**config.mk**
```make
export PLATFORM = sky130hd
export DESIGN_NAME = chacha_aead_ks_sched
export DESIGN_NICKNAME = d
export VERILOG_FILES = /design/src/rtl/chacha_aead_ks_sched.sv
export SDC_FILE = /design/constraint.sdc
export NUM_CORES = 2
export LEC_CHECK = 0
export CAP_MARGIN = 20
export CORE_AREA = 2 2 656 658
export CTS_BUF_LIST = sky130_fd_sc_hd__clkbuf_2
export DETAILED_ROUTE_END_ITERATION = 16
export DIE_AREA = 0 0 658 660
export SLEW_MARGIN = 20
export SYNTH_ARGS = -nofsm -noshare
export SYNTH_HDL_FRONTEND = slang
export SYNTH_SLANG_ARGS = --single-unit
```
**constraint.sdc**
```tcl
create_clock -name clk -period 61.8 [get_ports clk]
set_clock_uncertainty 0.2 [all_clocks]
set_input_delay 12.36 -clock clk [delete_from_list [all_inputs] [get_ports clk]]
set_output_delay 12.36 -clock clk [all_outputs]
set_load 0.05 [all_outputs]
```
**src/rtl/chacha_aead_ks_sched.sv**
```systemverilog
// Keystream sequencer for ChaCha20-Poly1305: one-time Poly1305 key from block 0,
// then 128-bit keystream lanes from a 2-entry prefetch buffer.
module chacha_aead_ks_sched #(
    parameter int          LEN_W   = 16,
    parameter int          TIMEOUT = 1023,
    parameter logic [31:0] PK_CTR  = 32'd0
) (
    input  logic             clk,
    input  logic             rst_n,
    input  logic             start,
    input  logic             abort,
    input  logic [255:0]     key,
    input  logic [95:0]      nonce,
    input  logic [LEN_W-1:0] msg_len,
    output logic             ks_cfg_we,
    output logic [255:0]     ks_key,
    output logic [95:0]      ks_nonce,
    output logic [31:0]      ks_ctr_init,
    output logic             ks_req,
    input  logic             ks_valid,
    input  logic [511:0]     ks_data,
    output logic             pk_valid,
    output logic [255:0]     pk_data,
    input  logic             pk_ready,
    output logic             lane_valid,
    output logic [127:0]     lane_data,
    input  logic             lane_ready,
    output logic             busy,
    output logic             done,
    output logic             err
);

    localparam int TW = $clog2(TIMEOUT + 1);
    localparam logic [TW-1:0] TMO_LAST = TW'(TIMEOUT - 1);

    typedef enum logic [2:0] {
        IDLE, CFG, SETTLE, PK_REQ, PK_WAIT, PK_OUT, STREAM, FIN
    } state_t;

    state_t           state, state_nx;
    logic [255:0]     key_r;
    logic [95:0]      nonce_r;
    logic [LEN_W-1:0] len_r;
    logic [LEN_W-1:0] lanes_sent;
    logic [LEN_W:0]   blk_need;
    logic [LEN_W:0]   blk_got;
    logic             pend;
    logic             drop_next;
    logic [TW-1:0]    tmo;
    logic             err_r;
    logic [255:0]     pk_r;
    logic [511:0]     buf_q [2];
    logic             wr_ptr;
    logic             rd_ptr;
    logic [1:0]       cnt;
    logic [1:0]       lane_idx;

    logic accept, kill, resp, keep, tmo_hit;
    logic take, last_lane, pop, push, stream_req;

    assign ks_key      = key_r;
    assign ks_nonce    = nonce_r;
    assign ks_ctr_init = PK_CTR;
    assign pk_data     = pk_r;
    assign err         = err_r;
    assign lane_data   = lane_valid ? buf_q[rd_ptr][{lane_idx, 7'd0} +: 128] : '0;

    always_comb begin
        state_nx   = state;
        accept     = (state == IDLE) && start && !abort;
        kill       = abort && (state != IDLE);
        resp       = ks_valid && pend;
        keep       = resp && !drop_next;
        tmo_hit    = pend && !ks_valid && (tmo == TMO_LAST);
        ks_cfg_we  = (state == CFG);
        pk_valid   = (state == PK_OUT);
        lane_valid = (state == STREAM) && (cnt != 2'd0);
        busy       = (state != IDLE);
        done       = (state == FIN);
        take       = lane_valid && lane_ready;
        last_lane  = (lanes_sent == len_r - LEN_W'(1));
        pop        = take && ((lane_idx == 2'd3) || last_lane);
        push       = keep && (state == STREAM);
        stream_req = (state == STREAM) && !pend && (cnt != 2'd2)
                     && (blk_got < blk_need) && !abort;
        ks_req     = ((state == PK_REQ) && !drop_next && !abort) || stream_req;

        unique case (state)
            IDLE:    if (accept) state_nx = CFG;
            CFG:     state_nx = SETTLE;
            SETTLE:  state_nx = PK_REQ;
            PK_REQ:  if (!drop_next) state_nx = PK_WAIT;
            PK_WAIT: if (keep) state_nx = PK_OUT;
            PK_OUT:  if (pk_ready) state_nx = (len_r == '0) ? FIN : STREAM;
            STREAM:  if (take && last_lane) state_nx = FIN;
            FIN:     state_nx = IDLE;
        endcase
        if (kill || tmo_hit) state_nx = IDLE;
    end

    always_ff @(posedge clk or negedge rst_n) begin
        if (!rst_n) state <= IDLE;
        else        state <= state_nx;
    end

    always_ff @(posedge clk or negedge rst_n) begin
        if (!rst_n) begin
            key_r      <= '0;
            nonce_r    <= '0;
            len_r      <= '0;
            lanes_sent <= '0;
            blk_need   <= '0;
            blk_got    <= '0;
            pend       <= 1'b0;
            drop_next  <= 1'b0;
            tmo        <= '0;
            err_r      <= 1'b0;
            pk_r       <= '0;
            wr_ptr     <= 1'b0;
            rd_ptr     <= 1'b0;
            cnt        <= '0;
            lane_idx   <= '0;
        end else begin
            if (accept) begin
                key_r      <= key;
                nonce_r    <= nonce;
                len_r      <= msg_len;
                blk_need   <= ({1'b0, msg_len} + (LEN_W + 1)'(3)) >> 2;
                blk_got    <= '0;
                lanes_sent <= '0;
                err_r      <= 1'b0;
            end
            if (tmo_hit) err_r <= 1'b1;
            if ((state == PK_WAIT) && keep) pk_r <= ks_data[255:0];
            if (stream_req) blk_got <= blk_got + (LEN_W + 1)'(1);
            if (take) lanes_sent <= lanes_sent + LEN_W'(1);

            // An aborted in-flight request is still owed a reply; mark it for discard.
            if (tmo_hit) begin
                pend      <= 1'b0;
                drop_next <= 1'b0;
            end else begin
                if (ks_req)    pend <= 1'b1;
                else if (resp) pend <= 1'b0;
                if (resp)              drop_next <= 1'b0;
                else if (kill && pend) drop_next <= 1'b1;
            end

            if (ks_req || !pend || resp) tmo <= '0;
            else                         tmo <= tmo + TW'(1);

            if (kill || tmo_hit || accept) begin
                cnt      <= '0;
                wr_ptr   <= 1'b0;
                rd_ptr   <= 1'b0;
                lane_idx <= '0;
            end else begin
                if (push) wr_ptr <= ~wr_ptr;
                if (pop) begin
                    rd_ptr   <= ~rd_ptr;
                    lane_idx <= '0;
                end else if (take) begin
                    lane_idx <= lane_idx + 2'd1;
                end
                if (push && !pop)      cnt <= cnt + 2'd1;
                else if (pop && !push) cnt <= cnt - 2'd1;
            end
        end
    end

    always_ff @(posedge clk) begin
        if (push) buf_q[wr_ptr] <= ks_data;
    end

endmodule

```
==> flow_summary.yaml <==
outcome:
  outcome: "complete, no violations"
routing:
  drt-pass1-iter-count: 5
  drt_drc_violations_left: 0
  drt-wirelength-per-cell_um: 28.6
  detailroute.via_count: 45300
  detail_route.wirelength_um: 353000
  vias_per_cell: 3.68
  dr.first_iter.drc_count: 3727
  antenna_violating_nets_post_route: 0
power_and_ir_drop:
  pwr_density_cell_nw_per_um2: 37.5
  ir_drop_mv: 0.0283
  static_leakage_nw: 35.6
  design_power_total_mw: 3.51
global_route:
  grt_util_all_layers_pct: 15.6
  grt_pass1_vias: 45500
  grt_util_met3_pct: 6.01
  largest_net_degree_at_the_start_of_global_routing: 120
  grt_busiest_layer: "met2"
  grt_util_met2_pct: 26.0
  grt.overflow.total: 0
  initial_antenna_violation_count: 101
  wire_length_of_the_first_global_routing_pass_um: 449000
  use_met1_pct: 17.5
synthesis:
  synth_enable_flop_cells: 1024
  synth_cells: 4256
  yosys_register_bits: 1718
  synth_top_cells_by_area: "sky130_fd_sc_hd__edfxtp_1 46%, sky130_fd_sc_hd__dfrtp_1 26%, sky130_fd_sc_hd__mux4_2 8.7%"
  netlist-cell-type-count: 67
  yosysTopAreaCellShare_pct: 46.3
  yosysTopAreaCell: "sky130_fd_sc_hd__edfxtp_1"
  synth-seq-area-share_pct: 72.5
  share_of_the_synthesized_area_in_compound_gates_ao_oa_aoi_oai_pct: 1.01
  synthMuxAreaShare_pct: 15.1
  syn_area_um2: 66400
  dominant_combinational_cell_family_by_area_after_synthesis: "multiplexers"
  synth_simple_gate_area_share_pct: 8.75
  synthFlopType: "sky130_fd_sc_hd__edfxtp_1"
  synth-warning-count: 0
  synthXorXnorAreaFrac_pct: 0.554
  synthesized_area_divided_by_synthesized_cell_count_um2: 15.6
  asyncSetResetFlopFracSynth_pct: 40.4
  synth_adder_area_share_pct: 0.377
cts:
  cts_root_buf: "sky130_fd_sc_hd__clkbuf_2"
  cts.clk_slew.worst_paths_ns: 0.06
  clockBufferDepth: 4
  clk-insertion-delay-late_ns: 1.78
  cts.sinks: 1718
  tritoncts: "yes"
  hold_bufs_inserted_after_cts: 0
  clock_tree.htree_level_count: 5
  ctsResizeCount: 0
  cts_made_buffers: 453
  postCtsSetupBuffers: 0
final_layout:
  nNetsFinal: 7093
  share_of_post_route_cells_with_drive_strength_above_1_pct: 21.2
  final-instance-count-excl-fill: 12300
  nFillCells: 45600
  layout-area-overhead-vs-synth_pct: 41.1
sta:
  finalHoldViolCount: 0
  worst-slew-pin-transition_ns: 1.18
  tns_ns: 0
  fin_crit_ns: 27.76
  max-slew-margin-rel_pct: 21.0
  grt_setup_unrepaired: "no"
  drv_slew: 0
  post-route-worst-setup-slack_ns: 34.04
  whs_ns: 0.281
  finalCritPeriodShare_pct: 44.9
  finalSetupViolCount: 0
  fmax_ghz: 0.0360
die:
  floorplan.die_area_um2: 434000
  io-pin-count: 1662
  fp.coreArea_um2: 427000
  start_util_pct: 15.6
  die_w_um: 658
  die_height_um: 660
  placementRows: 240
place:
  routabilityCongestion: 0.951
  dp_worst_setup_slack_ns: 34.05
  port_buffers: 1629
  detail_placement_hpwl_um: 287000
  placedCellCount: 11400
worst_setup_path:
  timing.critical_path.arrival_ns: 15.20
  worstSetupEndpointType: "primary output"
  critical_path.max_fanout: 19
  critPathRequiredTime_ns: 49.24
  setup.worst_path.start_class: "primary input"
  path_class: "primary input to primary output"
flow_run:
  max_cap_check_violation_count: 0
min_path:
  holdCritPathClass: "flip-flop to flip-flop"
-- synth_stat cells (all sizes together) (3+ instances only) --
cell,number
nor2,166
o31ai,3
mux2i,135
o21ai,43
ha,20
a21o,4
mux2,257
clkbuf,166
xnor2,22
nor4,9
nand3b,3
nor2b,3
or4,3
xor2,20
a31oi,4
or3,4
edfxtp,1024
mux4,256
nor3b,5
and3,20
nand2,1156
dfrtp,694
nor3,19
nand2b,7
or2,6
nand4,12
o211ai,4
nand3,33
inv,24
a211o,8
a21oi,11
buf,80
-- cells in the final DEF (no fill, tap or decap), types with 8 or more instances in the layout --
cell                              instances
sky130_fd_sc_hd__a211o_1                  8
sky130_fd_sc_hd__a21oi_1                 11
sky130_fd_sc_hd__and3_1                  19
sky130_fd_sc_hd__buf_2                   18
sky130_fd_sc_hd__buf_4                  101
sky130_fd_sc_hd__clkbuf_2               676
sky130_fd_sc_hd__clkdlybuf4s50_1       1563
sky130_fd_sc_hd__clkinv_1               109
sky130_fd_sc_hd__clkinv_2                24
sky130_fd_sc_hd__conb_1                  32
sky130_fd_sc_hd__dfrtp_1                691
sky130_fd_sc_hd__diode_2                 62
sky130_fd_sc_hd__edfxtp_1              1024
sky130_fd_sc_hd__ha_1                    20
sky130_fd_sc_hd__inv_1                   24
sky130_fd_sc_hd__mux2_2                 257
sky130_fd_sc_hd__mux2i_1                134
sky130_fd_sc_hd__mux4_2                 256
sky130_fd_sc_hd__nand2_1               1155
sky130_fd_sc_hd__nand3_1                 31
sky130_fd_sc_hd__nand4_1                 12
sky130_fd_sc_hd__nor2_1                 166
sky130_fd_sc_hd__nor3_1                  19
sky130_fd_sc_hd__o21ai_0                 43
sky130_fd_sc_hd__xnor2_1                 22
sky130_fd_sc_hd__xor2_1                  20
-- where the power goes --
part           internal, mW  switching, mW  total (mW)
clock                 0.309          0.521       0.830
combinational         0.322          0.921        1.24
sequential             1.35         0.0890        1.44
total                  1.98           1.53        3.51
-- layout make-up --
cell class                 instances  area [um^2]  share of cell area (%)
sequential                      1718        48100                    51.4
multi-input combinational       2299        17300                    18.5
timing repair buffer            1690        16600                    17.8
tap                             5687         7120                    7.60
clock buffer                     675         3380                    3.61
clock inverter                   161          872                   0.931
antenna                           62          155                   0.166
inverter                          24         90.1                  0.0962
-- routing by layer --
layer / wire length, um / vias to the layer above
met5: 513 / -
met4: 18400 / 82
met3: 32800 / 559
met2: 170000 / 1998
met1: 131000 / 23100
li1: - / 19600
-- critical path, stage by stage --
cell and delay, ns:
sky130_fd_sc_hd__clkdlybuf4s50_1 0.62, sky130_fd_sc_hd__nor4_1 0.36, sky130_fd_sc_hd__o2111ai_1 0.15, sky130_fd_sc_hd__a21oi_1 0.16, sky130_fd_sc_hd__a21bo_2 0.38, sky130_fd_sc_hd__nand2_1 0.30
sky130_fd_sc_hd__clkdlybuf4s50_1 0.88
-- stage by stage --
stage          cell area, um^2  util [%]
3_5_place_dp             89300      20.9
6_report                 93700      21.9
4_1_cts                  93500      21.9
2_1_floorplan            66500         -
3_3_place_gp             89300      20.9
5_1_grt                  93600      21.9
-- registers in the layout (all words and copies together) (netlist names), 3 cells and up --
signal	cells
buf_q	1024
ks_key	256
pk_data	256
ks_nonce	96
blk_got	17
lanes_sent	16
len_r	16
blk_need	15
tmo	10
state	3
-- path summary, 6_finish.rpt --
| check | slack (ns) | depth (start not counted) | to | from |
|---|---|---|---|---|
| setup / recovery | 34.04 | 7 | ks_req | abort |
| hold / removal | 0.28 | 2 | ks_nonce[85] | ks_nonce[85] |
| setup reg to reg | 53.30 | 10 | buf_q[1][112] | state[2] |
| hold reg to reg | 0.28 | 2 | ks_nonce[85] | ks_nonce[85] |
| max in group asynchronous | 47.29 | 5 | pk_data[173] | rst_n |
| min in group asynchronous | 10.25 | 1 | pk_data[112] | rst_n |
-- cells by family (layout without fill, tap and decap cells) --
logic type      count (synthesis)  count (layout)
fa+ha+maj                      20              20
xor+xnor                       42              42
buf+inv                       270            2550
mux                           648             648
compound gates                102             102
flops                        1718            1718
simple gates                 1455            1455
other cells                     1              94
Power figures use the tool's default switching activity.
